### config.mk
export PLATFORM = sky130hd
export DESIGN_NAME = colour_seq_player
export DESIGN_NICKNAME = d
export VERILOG_FILES = /design/src/rtl/colour_seq_player.sv
export SDC_FILE = /design/constraint.sdc
export NUM_CORES = 1
export LEC_CHECK = 0
export ABC_AREA = 1
export ABC_CLOCK_PERIOD_IN_PS = 5400
export CAP_MARGIN = 20
export CORE_UTILIZATION = 35
export CTS_CLUSTER_DIAMETER = 150
export DETAILED_ROUTE_END_ITERATION = 8
export GPL_ROUTABILITY_DRIVEN = 0
export HOLD_SLACK_MARGIN = 0.12
export PLACE_DENSITY_LB_ADDON = 0.05
export SYNTH_ARGS = -nofsm -noshare
export SYNTH_HDL_FRONTEND = slang
export SYNTH_SLANG_ARGS = --single-unit
### constraint.sdc
create_clock -name clk -period 5.4 [get_ports clk]
set_clock_uncertainty 0.05 [all_clocks]
set_input_delay 0.81 -clock clk [delete_from_list [all_inputs] [get_ports clk]]
set_output_delay 0.81 -clock clk [all_outputs]
set_load 0.01 [all_outputs]
### src/rtl/colour_seq_player.sv
// Colour sequence recorder and player for the memory-game lamps.
// Appends codes via valid/ready, replays them as one-hot on/off pulses.
module colour_seq_player #(
  parameter int COLOUR_W   = 2,
  parameter int DEPTH      = 16,
  parameter int ON_CYCLES  = 1000,
  parameter int OFF_CYCLES = 250,
  parameter int TMR_W      = 16
) (
  input  logic                       clk,
  input  logic                       rst_n,
  input  logic                       oe,
  input  logic                       in_valid,
  input  logic [COLOUR_W-1:0]        in_colour,
  output logic                       in_ready,
  input  logic                       clear,
  input  logic                       start,
  output logic                       busy,
  output logic                       done,
  output logic [$clog2(DEPTH):0]     seq_len,
  output logic [(2**COLOUR_W)-1:0]   colour_out
);

  localparam int NC = 2**COLOUR_W;
  localparam int IW = $clog2(DEPTH);
  localparam int LW = IW + 1;

  localparam logic [TMR_W-1:0] ON_LOAD  = TMR_W'(ON_CYCLES - 1);
  localparam logic [TMR_W-1:0] OFF_LOAD = TMR_W'(OFF_CYCLES - 1);

  typedef enum logic [1:0] {
    S_IDLE,
    S_ON,
    S_OFF
  } state_t;

  state_t              state;
  logic [COLOUR_W-1:0] mem [DEPTH];
  logic [IW-1:0]       idx;
  logic [TMR_W-1:0]    timer;
  logic [NC-1:0]       lamp;

  logic full;
  logic wr_en;
  logic last;

  function automatic logic [NC-1:0] onehot(
    input logic [COLOUR_W-1:0] c
  );
    logic [NC-1:0] v;
    v    = '0;
    v[c] = 1'b1;
    return v;
  endfunction

  assign full     = (seq_len == LW'(DEPTH));
  assign in_ready = (state == S_IDLE) & ~full & ~clear;
  // start outranks an append in the same cycle
  assign wr_en    = in_valid & in_ready & ~start;
  assign last     = ((LW'(idx) + LW'(1)) >= seq_len);
  assign busy     = (state != S_IDLE);
  // oe only masks the lamp; playback timing is unaffected
  assign colour_out = oe ? lamp : '0;

  // sequence storage, written at the current tail
  always_ff @(posedge clk) begin
    if (rst_n && wr_en) begin
      mem[seq_len[IW-1:0]] <= in_colour;
    end
  end

  // playback FSM with registered lamp and done pulse
  always_ff @(posedge clk) begin
    if (!rst_n) begin
      state   <= S_IDLE;
      seq_len <= '0;
      idx     <= '0;
      timer   <= '0;
      lamp    <= '0;
      done    <= 1'b0;
    end else begin
      done <= 1'b0;
      if (clear) begin
        state   <= S_IDLE;
        seq_len <= '0;
        idx     <= '0;
        timer   <= '0;
        lamp    <= '0;
      end else begin
        unique case (state)
          S_IDLE: begin
            if (start) begin
              if (seq_len != '0) begin
                state <= S_ON;
                idx   <= '0;
                timer <= ON_LOAD;
                lamp  <= onehot(mem[0]);
              end else begin
                done <= 1'b1;
              end
            end else if (wr_en) begin
              seq_len <= seq_len + 1'b1;
            end
          end
          S_ON: begin
            if (timer == '0) begin
              state <= S_OFF;
              timer <= OFF_LOAD;
              lamp  <= '0;
            end else begin
              timer <= timer - 1'b1;
            end
          end
          S_OFF: begin
            if (timer == '0) begin
              if (!last) begin
                idx   <= idx + 1'b1;
                state <= S_ON;
                timer <= ON_LOAD;
                lamp  <= onehot(mem[idx + 1'b1]);
              end else begin
                state <= S_IDLE;
                idx   <= '0;
                done  <= 1'b1;
              end
            end else begin
              timer <= timer - 1'b1;
            end
          end
          default: begin
            state <= S_IDLE;
            lamp  <= '0;
          end
        endcase
      end
    end
  end

endmodule
==> results of run 1 <==
==> registers in the layout (all words and copies together) (netlist names) <==
register	count
seq_len	5
mem	32
state	2
done	1
idx	4
lamp	4
timer	16
==> per-layer routing <==
layer	share of wire, %	vias to the layer above	wire (um)
li1	-	1669	-
met1	54	1482	4928
met2	39	76	3559
met3	4.7	11	429
met4	1.8	0	164
met5	0	-	0
==> worst max-delay path: cells and delay by family (launching register included) <==
kind | cells | cell delay (ps)
compound gates | 2 | 510
xor+xnor | 1 | 450
fa+ha+maj | 2 | 670
buf+inv | 1 | 30
flops | 1 | 810
simple gates | 5 | 850
==> cell type report <==
class,instances,share of cell area [%]
Clock buffer,9,2.915
Clock inverter,7,2.267
Inverter,84,7.420
Multi-Input combinational cell,360,41.05
Sequential cell,64,37.69
Tap cell,136,4.005
Timing Repair Buffer,20,4.653
==> cell families (layout without fill, tap and decap cells) <==
kind of cell    after synthesis  after routing
simple gates                301            301
buf+inv                      94            120
flops                        64             64
compound gates               35             35
fa+ha+maj                    17             17
xor+xnor                      7              7
==> power breakdown <==
part           internal, mW  leakage [nW]  switching, mW
clock                 0.260         0.103          0.203
combinational        0.0374          1.33         0.0794
sequential            0.514         0.546        0.00524
==> synthesized netlist by cell type <==
cell type / n
nand4_1: 7
o21ai_0: 7
nor2_1: 79
xor2_1: 5
nor3_4: 1
inv_1: 79
o211ai_2: 1
dfxtp_1: 32
nand3_2: 2
a21oi_1: 24
a31oi_1: 1
o21ai_1: 1
buf_1: 1
buf_4: 2
nand2_1: 149
nand2_2: 1
buf_2: 4
o211ai_1: 1
nor2_4: 3
ha_1: 17
nor3_2: 1
inv_2: 5
nor4_1: 1
xnor2_1: 2
clkbuf_1: 3
edfxtp_1: 32
nor3_1: 8
nand3_1: 48
nand2_4: 1
==> layout by cell type, fill, tap and decap left out <==
cell	count
clkinvlp_4	2
clkdlybuf4s50_1	19
nor3_4	1
bufinv_16	2
o211ai_1	1
nor2_4	3
nand3_2	2
nor3_1	8
o211ai_2	1
nand2_2	1
nand2_1	149
nor2_1	79
a21oi_1	24
clkbuf_8	9
dfxtp_1	32
edfxtp_1	32
clkinv_4	2
a31oi_1	1
nand3_1	48
clkinv_1	1
nand4_1	7
nor3_2	1
xor2_1	5
buf_4	1
o21ai_1	1
xnor2_1	2
ha_1	17
nor4_1	1
inv_2	5
nand2_4	1
inv_1	79
o21ai_0	7
==> how the worst min path moves through the flow <==
stage | endpoint | slack [ps] | depth (start not counted)
CTS | lamp[0] | 480 | 4
finish | lamp[0] | 480 | 4
global placement | state[0] | 470 | 2
floorplan | lamp[2] | 440 | 4
global route | seq_len[3] | 510 | 2
detailed placement | seq_len[3] | 470 | 2
==> through the flow <==
step | cell area, sq um | instances | power, mW | hold slack, ps
after CTS | 4249 | 680 | 1.111 | 481.1
after global placement | 4029 | 664 | 0.6465 | 469.5
after floorplan | 3711 | 518 | 0.6098 | 441.3
final | 4249 | 680 | 1.098 | 483.2
after detailed placement | 4029 | 664 | 0.6462 | 467.5
after global routing | 4249 | 680 | 1.152 | 511.9
==> impl_metrics.yaml, run 1 <==
run_status:
  status: "complete, no violations"
worst_setup_path:
  worst_ep_required_time_ps: 5570
  crit_slowest_cell: "dfxtp_1"
  startpoint: "idx[0]"
  cp_max_fo: 22
  arrival_ps: 3700
  r2r_end: "timer[13]"
  rr_worst_depth: 11
  path_common_cell: "ha_1"
  slowest_delay_ps: 810
  endpoint_kind: "register"
  path_class: "reg2reg"
  start_kind: "register"
  r2r-start: "idx[0]"
  crit_chain: "ha_1 > xor2_1 > ha_1 > nand2_1 > inv_1 > o21ai_0 > nand3_1 > nand3_2 > nand2_2 > o21ai_1 > nor2_1"
  reg2reg_setup_slack_ps: 1870
  endpoint: "timer[13]"
cells_and_area:
  utilization_pct: 41.16
  regArea_sq_mm: 0.001602
  multi_input_area_sq_mm: 0.001744
  syn2layout_area_growth_pct: 14.50
  diodes: 0
  layout.nets: 564
  fillers: 1080
  drive_above_1_share_pct: 5.699
sta:
  drv_slew: 0
  timing_hold_violations_final: 0
  worst_pin_slew_ps: 846.7
  setup_slack_ps: 1868
  timing.final.crit_share_pct: 65.41
  rsz0062_at_grt: "no"
  max_freq_mhz: 283.1
  slew_headroom_pct: 43.34
  tns_ps: 0
  setup_viol: 0
  fin_crit_ps: 3532
clock_tree:
  clockBufferDepth: 2
  numCtsBuffers: 9
  clk_pin_slew_ps: 80
  ctsRootBufferMaster: "clkbuf_8"
  clkLatencyLatePin_ps: 350
  cts_htree_levels: 3
  cts_tree: "built"
  clock_sinks: 64
  cts_resized: 0
  hold_buffers: 0
  post_cts_buffers: 0
floorplan:
  dieWidth_um: 105.0
  ios: 20
  rows: 37
  initial_core_util_pct: 35.95
  core_area_sq_mm: 0.01032
  die_h_um: 105.0
  dieArea_sq_mm: 0.01102
yosys:
  ys_top_cells_by_area: "edfxtp_1 (26%), dfxtp_1 (17%), nand2_1 (15%)"
  synth_top_family_by_area: "simple AND/OR/NAND/NOR gates"
  syn-num-nets: 543
  yosys_warnings: 0
  synthAdderAreaFrac_pct: 5.732
  synth_xor_area_share_pct: 1.652
  synth-compound-area-share_pct: 5.024
  synth_area_sq_mm: 0.003711
  syn_inst: 518
  yosysTopAreaCell: "edfxtp_1"
  synth_simple_gate_area_share_pct: 34.59
  ys_types: 29
  synthMuxAreaShare_pct: 0
  synth-seq-area-share_pct: 43.16
  syn_avg_cell_area_sq_um: 7.164
  synth_top_cell_area_share_pct: 25.89
  ys_seq_elements: 64
drt:
  via_per_inst: 4.762
  drt-total-wl_um: 9081
  routedWlPerCell_um: 13.35
  drc: 0
  num_vias: 3238
  drtIter0Drc: 258
  antenna_left: 0
  drt_first_pass_iters: 5
grt:
  met1_usage_pct: 27.44
  grt_pass1_wl_um: 15410
  grt_usage_pct: 18.04
  use_met2_pct: 24.79
  grt_max_degree: 23
  overflow: 0
  antenna_found_initial: 0
  grt_pass1_vias: 3066
  use_met3_pct: 2.558
  top_usage_layer: "met1"
power:
  max-vdd-ir-drop_uv: 141.4
  p_leak_nw: 1.976
  pwr_density_cell_mw_per_mm2: 258.5
place:
  pre_cts_ws_ps: 1881
  numPortBuffers: 19
  dp_hpwl_um: 6790
run:
  maxCapViolCount: 0
min_path:
  hold_start: "lamp[0]"
  min_path_type: "reg2reg"
No activity file was read; power rests on OpenSTA's default activity.
==> run 2: changes to the inputs <==
Settings changed: ABC_CLOCK_PERIOD_IN_PS 5400 to 3300.
Clock period 5.4 ns to 3.3 ns, I/O delays scaled along.
==> run 2 against run 1 <==
Hold slack got worse by 4.9 ps. Critical path depth is the same. Die area is the same. Utilization fell by 0.061 points. Wire length increased by 0.51%. Clock-buffer cell count up 1. Sequential power rose by 63%. Cell count rose by 0.29%. Power up 58%. Clock power up 50%. Sequential cell count stayed put. Critical path type unchanged. Largest power group unchanged. Highest routed layer unchanged.
==> impl_metrics.yaml, run 2 (synthesis results as in run 1) <==
sta:
  rsz0062_at_grt: "no"
  setup_viol: 0
  worst_pin_slew_ps: 631.4
  timing.final.crit_share_pct: 82.23
  slew_headroom_pct: 57.78
  fin_crit_ps: 2714
  max_freq_mhz: 368.5
  tns_ps: 0
  drv_slew: 0
  timing_hold_violations_final: 0
clock_tree:
  clock_sinks: 64
  numCtsBuffers: 9
  cts_resized: 0
  clkLatencyLatePin_ps: 360
  cts_htree_levels: 3
  ctsRootBufferMaster: "clkbuf_8"
  post_cts_buffers: 0
  clockBufferDepth: 2
  cts_tree: "built"
  hold_buffers: 0
  clk_pin_slew_ps: 70
min_path:
  worstHoldPathCells: 4
  hold_start: "lamp[1]"
  min_to: "lamp[1]"
  min_path_type: "reg2reg"
floorplan:
  dieArea_sq_mm: 0.01102
  ios: 20
  core_area_sq_mm: 0.01032
  initial_core_util_pct: 35.95
  dieWidth_um: 105.0
  die_h_um: 105.0
  rows: 37
grt:
  grt_max_degree: 25
  use_met3_pct: 2.682
  grt_pass1_wl_um: 15460
  grt_usage_pct: 18.07
  antenna_found_initial: 0
  top_usage_layer: "met1"
  met1_usage_pct: 27.57
  use_met2_pct: 25.54
  grt_pass1_vias: 3101
  overflow: 0
worst_setup_path:
  crit_chain: "nand3_1 > xor2_1 > ha_1 > nand2_1 > inv_1 > o21ai_0 > nand3_1 > nand3_2 > nand2_2 > o21ai_1 > nor2_1"
  reg2reg_setup_slack_ps: 590
  cp_max_fo: 14
  endpoint_kind: "register"
  worst_ep_required_time_ps: 3470
  path_depth: 11
  rr_worst_depth: 11
  cp_num_buf_inv: 1
  path_class: "reg2reg"
  arrival_ps: 2880
  r2r_end: "timer[10]"
  path_common_cell: "nand3_1"
  start_kind: "register"
  crit_slowest_cell: "dfxtp_1"
  slowest_delay_ps: 430
  r2r-start: "idx[2]"
  path_delay_family: "simple AND/OR/NAND/NOR gates"
drt:
  drc: 0
  num_vias: 3197
  antenna_left: 0
  via_per_inst: 4.688
  routedWlPerCell_um: 13.38
  drtIter0Drc: 175
  drt-total-wl_um: 9127
  drt_first_pass_iters: 4
run:
  maxCapViolCount: 0
power:
  p_leak_nw: 1.976
  max-vdd-ir-drop_uv: 150.4
  power_mw: 1.732
  pwr_density_cell_mw_per_mm2: 408.2
cells_and_area:
  largest_register_ffs: 32
  layout.nets: 566
  syn2layout_area_growth_pct: 14.33
  drive_above_1_share_pct: 6.044
  diodes: 0
  final_common_cell: "nand2_1"
  layout_common_cells: "nand2_1 (149), inv_1 (79), nor2_1 (79)"
place:
  numPortBuffers: 19
  dp_hpwl_um: 6758
run_status:
  status: "complete, no violations"
-- run 2: cell count changes in the layout (fill, tap and decap cells not counted) --
cell,before,now
buf_4,1,3
clkinv_1,1,0
bufinv_16,2,1
clkinv_4,2,3
clkbuf_1,0,1
-- run 2: tightest hold or removal path, stage by stage (launching register included) --
cell	delay, ps
dfxtp_1	320
inv_1	50
nand2_1	40
nand2_1	50
nor2_1	40
-- run 2: metal layers --
layer	vias up	wire length [um]
met5	-	0
met4	0	132
met3	8	437
met2	73	3630
met1	1444	4927
li1	1672	-
-- run 2: final cells by class --
class | instances | area, sq um
fill | 1105 | 6081
clock buffer | 10 | 127.6
multi-input combinational | 360 | 1744
timing repair buffer | 22 | 212.7
inverter | 84 | 315.3
clock inverter | 6 | 71.32
tap | 136 | 170.2
sequential | 64 | 1602
-- run 2: through the flow --
stage          instances  worst slack, ps  cell area (sq um)  util [%]  hold slack [ps]
2_1_floorplan        518             1093               3711         -            441.3
3_3_place_gp         666            660.5               4044     39.17            467.9
3_5_place_dp         666            563.6               4044     39.17            467.5
4_1_cts              682            567.0               4243     41.10            481.1
5_1_grt              682            327.9               4243     41.10            517.1
6_report             682            586.4               4243     41.10            478.3
-- run 2: worst max path at each step --
stage	from	to	slack, ps
after detailed placement	idx[2]	timer[12]	560
after floorplan	idx[0]	timer[10]	1090
final	idx[2]	timer[10]	590
after global routing	idx[2]	timer[10]	330
after global placement	idx[2]	timer[14]	660
after CTS	idx[2]	timer[10]	570
-- run 2: where the power goes --
| part | switching, mW | internal [mW] | total, mW |
|---|---|---|---|
| logic | 0.132 | 0.0619 | 0.194 |
| registers | 0.00672 | 0.841 | 0.848 |
| clock network | 0.338 | 0.353 | 0.691 |
| total | 0.476 | 1.26 | 1.73 |
